<file path="src/rtl/serial_subtractor.sv">
// ---------------------------------------------------------------------------
// serial_subtractor
//   Bit-serial two's-complement subtractor. It computes diff = a - b one bit
//   per clock, LSB first, using a full-subtractor cell and a borrow flop.
//   A start/done handshake sequences the operation: IDLE -> RUN -> DONE.
//
// Ports
//   clk    in   1      rising-edge clock
//   rst_n  in   1      asynchronous reset, active low
//   start  in   1      request, sampled only in IDLE
//   a      in   WIDTH  minuend, captured on the accepting edge
//   b      in   WIDTH  subtrahend, captured on the accepting edge
//   busy   out  1      high while in RUN
//   done   out  1      one-cycle pulse when the result registers update
//   diff   out  WIDTH  a - b mod 2^WIDTH, held until the next done
//   bout   out  1      unsigned borrow out (a < b unsigned)
//   ovf    out  1      signed overflow of a - b
// ---------------------------------------------------------------------------
module serial_subtractor #(
  parameter int WIDTH = 8
) (
  input  logic             clk,
  input  logic             rst_n,
  input  logic             start,
  input  logic [WIDTH-1:0] a,
  input  logic [WIDTH-1:0] b,
  output logic             busy,
  output logic             done,
  output logic [WIDTH-1:0] diff,
  output logic             bout,
  output logic             ovf
);

  localparam int CW = (WIDTH > 1) ? $clog2(WIDTH) : 1;
  localparam logic [CW-1:0] CNT_LAST = CW'(WIDTH - 1);
  localparam logic [CW-1:0] CNT_ONE  = CW'(1);
  localparam logic [CW-1:0] CNT_ZERO = CW'(0);

  typedef enum logic [1:0] {
    ST_IDLE = 2'd0,
    ST_RUN  = 2'd1,
    ST_DONE = 2'd2
  } state_t;

  state_t           state_r;
  state_t           state_s;
  logic [WIDTH-1:0] sa_r;
  logic [WIDTH-1:0] sb_r;
  logic [WIDTH-1:0] sr_r;
  logic [CW-1:0]    cnt_r;
  logic             borrow_r;
  logic             amsb_r;
  logic             bmsb_r;
  logic             busy_r;
  logic             done_r;
  logic [WIDTH-1:0] diff_r;
  logic             bout_r;
  logic             ovf_r;

  logic             d_s;
  logic             borrow_s;
  logic [WIDTH-1:0] sr_s;
  logic             last_s;
  logic             ovf_s;

  // Full-subtractor cell on the current LSBs plus the next result shift value.
  always_comb begin
    d_s      = sa_r[0] ^ sb_r[0] ^ borrow_r;
    borrow_s = (~sa_r[0] & sb_r[0]) | (~(sa_r[0] ^ sb_r[0]) & borrow_r);
    sr_s     = sr_r >> 1;
    sr_s[WIDTH-1] = d_s;
    last_s   = (state_r == ST_RUN) && (cnt_r == CNT_ZERO);
    // Overflow only when operand signs differ and the result sign departs from a.
    ovf_s    = (amsb_r ^ bmsb_r) & (sr_s[WIDTH-1] ^ amsb_r);
  end

  // FSM state register.
  always_ff @(posedge clk or negedge rst_n) begin
    if (!rst_n) begin
      state_r <= ST_IDLE;
    end else begin
      state_r <= state_s;
    end
  end

  // FSM next-state logic.
  always_comb begin
    state_s = state_r;
    case (state_r)
      ST_IDLE: begin
        if (start) begin
          state_s = ST_RUN;
        end else begin
          state_s = ST_IDLE;
        end
      end
      ST_RUN: begin
        if (last_s) begin
          state_s = ST_DONE;
        end else begin
          state_s = ST_RUN;
        end
      end
      ST_DONE: state_s = ST_IDLE;
      default: state_s = ST_IDLE;
    endcase
  end

  // Datapath: operand capture, serial shifting and result/flag registers.
  always_ff @(posedge clk or negedge rst_n) begin
    if (!rst_n) begin
      sa_r     <= {WIDTH{1'b0}};
      sb_r     <= {WIDTH{1'b0}};
      sr_r     <= {WIDTH{1'b0}};
      cnt_r    <= CNT_ZERO;
      borrow_r <= 1'b0;
      amsb_r   <= 1'b0;
      bmsb_r   <= 1'b0;
      busy_r   <= 1'b0;
      done_r   <= 1'b0;
      diff_r   <= {WIDTH{1'b0}};
      bout_r   <= 1'b0;
      ovf_r    <= 1'b0;
    end else begin
      case (state_r)
        ST_IDLE: begin
          if (start) begin
            sa_r     <= a;
            sb_r     <= b;
            borrow_r <= 1'b0;
            cnt_r    <= CNT_LAST;
            amsb_r   <= a[WIDTH-1];
            bmsb_r   <= b[WIDTH-1];
            busy_r   <= 1'b1;
          end
        end
        ST_RUN: begin
          sa_r     <= sa_r >> 1;
          sb_r     <= sb_r >> 1;
          borrow_r <= borrow_s;
          sr_r     <= sr_s;
          if (last_s) begin
            diff_r <= sr_s;
            bout_r <= borrow_s;
            ovf_r  <= ovf_s;
            busy_r <= 1'b0;
            done_r <= 1'b1;
          end else begin
            cnt_r <= cnt_r - CNT_ONE;
          end
        end
        ST_DONE: begin
          done_r <= 1'b0;
        end
        default: begin
          busy_r <= 1'b0;
          done_r <= 1'b0;
        end
      endcase
    end
  end

  assign busy = busy_r;
  assign done = done_r;
  assign diff = diff_r;
  assign bout = bout_r;
  assign ovf  = ovf_r;

endmodule

</file>
<file path="config.mk">
export PLATFORM = sky130hd
export DESIGN_NAME = serial_subtractor
export DESIGN_NICKNAME = d
export VERILOG_FILES = /design/src/rtl/serial_subtractor.sv
export SDC_FILE = /design/constraint.sdc
export NUM_CORES = 1
export LEC_CHECK = 0
export ABC_AREA = 1
export CAP_MARGIN = 20
export CELL_PAD_IN_SITES_DETAIL_PLACEMENT = 2
export CELL_PAD_IN_SITES_GLOBAL_PLACEMENT = 2
export CORE_AREA = 2 2 84 86
export DETAILED_ROUTE_END_ITERATION = 8
export DIE_AREA = 0 0 86 88
export PLACE_DENSITY_LB_ADDON = 0.1
export SYNTH_ARGS = -nofsm -noshare
export SYNTH_HDL_FRONTEND = slang
export SYNTH_SLANG_ARGS = --single-unit
</file>
<file path="constraint.sdc">
create_clock -name clk -period 1.8 [get_ports clk]
set_input_delay 0.27 -clock clk [delete_from_list [all_inputs] [get_ports clk]]
set_output_delay 0.27 -clock clk [all_outputs]
set_load 0.02 [all_outputs]
</file>
* Word level (Yosys, flattened, before mapping)
Cells that the tools add are included.
** Word-level totals
- Memories :: 0
- Memory bits (read-only) :: 0
- Word-level logic and storage cells :: 58
- Output and inout bits :: 12
- Bits in latches :: 0
- RAM bits :: 0
- Input port bits :: 19
- Register bits after elaboration :: 44
** Cells by class
- $lt $le $gt $ge :: 0
- Muxes and demuxes :: 17
- Bitwise logic cells :: 12
- Shift-type cells :: 0
- Eq/ne operators :: 5
- Multipliers :: 0
- Divide/modulo/power cells :: 0
- Reduce and logical (&&, ||, !) cells :: 10
- $add $sub $neg :: 1
** Operator list (number)
- $pmux W8 S2 :: 2
- $mux W8 :: 2
- $reduce_and A2 Y1 :: 4
- $mux W3 :: 2
- $ne A2 B2 Y1 const B :: 3
- $pmux W3 S2 :: 1
- $reduce_and A3 Y1 :: 2
- $mux W1 :: 5
- $not A1 Y1 :: 4
- $pmux W1 S2 :: 2
- $pmux W2 S2 :: 1
- $xor A1 B1 Y1 :: 4
- $and A1 B1 Y1 :: 3
- $logic_not A3 Y1 :: 1
- $pmux W1 S3 :: 1
- $sub A3 B1 Y3 const B :: 1
- $eq A2 B1 Y1 const B :: 1
- $eq A2 B2 Y1 const B :: 1
- $logic_not A2 Y1 :: 1
- $mux W2 :: 1
- $reduce_bool A2 Y1 :: 1
- $logic_and A1 B1 Y1 :: 1
- $or A1 B1 Y1 :: 1

* Longest topological paths before layout
- Depth after elaboration :: 5
- Gate-level depth with buffers :: 8
- Mapped depth without buffers :: 7

* Worst setup path before layout
No wires, ideal clock.
- Path type :: register -> register
- Start :: register sa_r[0]
- End :: register ovf_r, in the netlist ovf
- Setup slack :: 0.511 ns
- Clock period less this slack :: 1.289 ns
- Stages on the path, launching flop included :: 7
- Arrival time :: 1.172 ns
- Cell sequence :: dfrtp_1 fa_1 inv_1 nand3_1 nand2_1 nand2_1 nand2_1
** Between the ends
- Word-level cells in the longest chain between the ends :: 4
** Ends and longest elaborated chain
- from (decl) :: RTL line 47 : logic [WIDTH-1:0] sa_r;
- from (signal assigned) :: RTL line 112 : sa_r <= {WIDTH{1'b0}};
- from (signal assigned) :: RTL line 138 : sa_r <= sa_r >> 1;
- $xor A1 B1 Y1 (2 in a row) :: RTL line 68 : d_s = sa_r[0] ^ sb_r[0] ^ borrow_r;
- net d_s :: RTL line 60 : logic d_s;
- $xor A1 B1 Y1 :: RTL line 74 : ovf_s = (amsb_r ^ bmsb_r) & (sr_s[WIDTH-1] ^ amsb_r);
- $and A1 B1 Y1 :: RTL line 74
- to (signal assigned) :: RTL line 145 : ovf_r <= ovf_s;
- to (decl) :: RTL line 58 : logic ovf_r;
The timed path passes the listed nets, and every way through them passes these cells.
A chain may end at the register's enable or synchronous reset.

* Worst setup path in the final report
- Start :: register diff_r[3], in the netlist diff[3]
- End :: output diff[3]
** RTL lines
- from (decl) :: RTL line 56 : logic [WIDTH-1:0] diff_r;
- from (signal assigned) :: RTL line 121 : diff_r <= {WIDTH{1'b0}};
- from (signal assigned) :: RTL line 143 : diff_r <= sr_s;
- to (decl) :: RTL line 29 : output logic [WIDTH-1:0] diff,
No word-level cell between the ends.

==> out/qor.yml <==
clocking:
  cts_resized: 0
  root_buffer: "clkbuf_8"
  clock_latency_ps: 300
  h-tree-depth: 2
  ctsHoldBuffers: 1
  cts_setup_buffers: 0
  cts.reportedPaths.clkPinSlew_ps: 90
  clock_sinks: 43
  cts_buffers: 5
  cts_tree: "built"
  clockBufferDepth: 2
power:
  p_seq_share_pct: 35.6
  power_frac_comb_pct: 47.4
  p_leak_nw: 1.365
  p_sw_share_pct: 42.56
  switchingPower_mw: 2.011
  peakVddDrop_v: 0.0005272
  total_power_mw: 4.725
  p_clk_share_pct: 17.0
  cellPowerDensity_nw_per_um2: 1833
  power.internal_mw: 2.714
worst_setup_path:
  max_stage_delay_ps: 610
  critPathCaptureType: "primary output"
  path_class: "flip-flop to primary output"
  cp_max_fo: 2
  path_buf_inv: 1
  crit_chain: "clkdlybuf4s50_1"
  cp.required_ps: 1530
  critPathTopFamily: "buffers and inverters"
  cp_slowest_cell: "clkdlybuf4s50_1"
  critPathLaunchType: "flip-flop"
  arrival_ps: 1270
global_routing:
  grt_use_met2_pct: 24.59
  grt_remaining_overflow: 0
  grt_pass1_vias: 1746
  use_met1_pct: 19.70
  grt.busiest_layer: "met2"
  use_met3_pct: 3.393
  grt_max_degree: 24
  grt_pass1_wl_mm: 8.756
  antenna_found_initial: 0
  track_usage_pct: 14.92
sta:
  report.final.slew_viol_count: 0
  final-hold-violation-count: 0
  finClkSkew_ps: 6.581
  slew_headroom_pct: 66.05
  period_needed_ps: 1538
  rsz0062_at_grt: "false"
  fmax_mhz: 650.2
  holdWs_ps: 465.9
  tns_ps: 0
  finalCritPeriodShare_pct: 85.44
  tightest_slew_ps: 509.2
  setup_viol: 0
floorplan:
  die_w_um: 86
  rows: 30
  start_util_pct: 31.17
  die_h_um: 88
  fp.dieArea_um2: 7568
  core_um2: 6644
  io_pins: 31
synth:
  syn_nets: 268
  syn_area_um2: 2071
  yosysWarningCount: 0
  ys_ff_latch: 43
  yosysSeqAreaShare_pct: 51.96
  synth_area_leaders: "dfrtp_1, nand2_1, inv_1, nand3_1, nand3_2"
  syn_avg_cell_area_um2: 8.418
  yosysTopAreaCell: "dfrtp_1"
  synth_top_area_share_pct: 51.96
  ys_types: 18
  syn-instance-count: 246
drt:
  drtPass1Iterations: 4
  wl_mm: 5.018
  postRouteAntennaNets: 0
  avgViaCountPerCell: 4.565
  post_drt_wl_per_cell_um: 13.90
  drcViolationCount: 0
  drtIter0Drc: 55
  via_count: 1648
place:
  gp_congestion: 0.6896
  dpl.hpwl_mm: 3.399
  portBuffers: 30
layout:
  diodes: 0
  final_cell_mix: "nand2_1, inv_1, dfrtp_1"
  fillers: 762
  drive_gt1_share_pct: 10.68
  final_common_cell: "nand2_1"
  area_growth_pct: 24.47
  multi_input_area_um2: 755.7
  regArea_um2: 1076
  nets: 302
  postLayoutCoreUtil_pct: 38.79
status:
  outcome: "completed"
run:
  cap_violations: 0
min_path:
  hold_class: "primary input to async pin"
==> power groups by stage <==
stage,clock (mW),combinational (mW),sequential [mW]
after floorplan,0,1.47,1.79
after global placement,0,2.21,1.68
after detailed placement,0,2.28,1.70
after CTS,0.835,2.31,1.69
after global routing,0.868,2.58,1.74
final,0.802,2.24,1.68
==> metal layers <==
layer	wire length [um]	share of wire [%]	up-vias
li1	-	-	811
met1	2421	48	812
met2	2457	49	25
met3	139	2.8	0
met4	0	0	0
met5	0	0	-
==> synthesized netlist by cell type (all sizes together) <==
master and number:
dfrtp 43, o22ai 1, o21ai 20, a21oi 1, nand3 35, inv 48, buf 8, ha 2
fa 1, nor2 4, nand2 83
==> worst reg2reg max path, stage by stage, from the launching register on <==
cell and delay (ps):
dfrtp_1 410, fa_1 580, inv_1 80, nand3_1 90
nand2_1 60, nand2_1 60, nand2_1 50
==> final timing paths <==
path                       startpoint        to  slack, ps  depth (start not counted)
max                           diff[3]   diff[3]        260                          1
min                             rst_n  cnt_r[1]        470                          2
max reg2reg                   sa_r[0]       ovf        380                          6
min reg2reg                   diff[0]   diff[0]        480                          2
max in group asynchronous       rst_n   sa_r[5]        810                          3
min in group clk              diff[0]   diff[0]        480                          2
==> area by class of cell <==
type                    count  share of cell area [%]
clock buffers               6                   3.204
flip-flops and latches     43                   41.75
multi-input cells         147                   29.32
well taps                  80                   3.883
repair buffers             35                   13.50
clock inverters             2                   1.359
inverters                  48                   6.990
==> stage by stage <==
stage | setup WS (ps) | cell area, um2 | instances
CTS | 229.3 | 2577 | 361
finish | 262.0 | 2577 | 361
global placement | 310.8 | 2450 | 352
floorplan | 511.3 | 2071 | 246
global route | 209.9 | 2577 | 361
detailed placement | 281.9 | 2450 | 352
==> state kept, by name, summed over array words and instances, names as in the netlist <==
| register | flops |
|---|---|
| amsb_r | 1 |
| sa_r | 8 |
| done | 1 |
| borrow_r | 1 |
| sr_r | 7 |
| bmsb_r | 1 |
| sb_r | 8 |
| bout | 1 |
| state_r | 2 |
| diff | 8 |
| busy | 1 |
| cnt_r | 3 |
| ovf | 1 |
==> kinds of logic (layout without fill, tap and decap cells) <==
logic type | Yosys count | in the layout | synth area share, %
AND/OR/NAND/NOR | 122 | 122 | 28.64
buffers and inverters | 56 | 91 | 11.54
flip-flops | 43 | 43 | 51.96
AO/OA/AOI/OAI | 22 | 22 | 5.680
adder cells (fa/ha/maj) | 3 | 3 | 2.175
No activity file was read; power rests on OpenSTA's default activity.
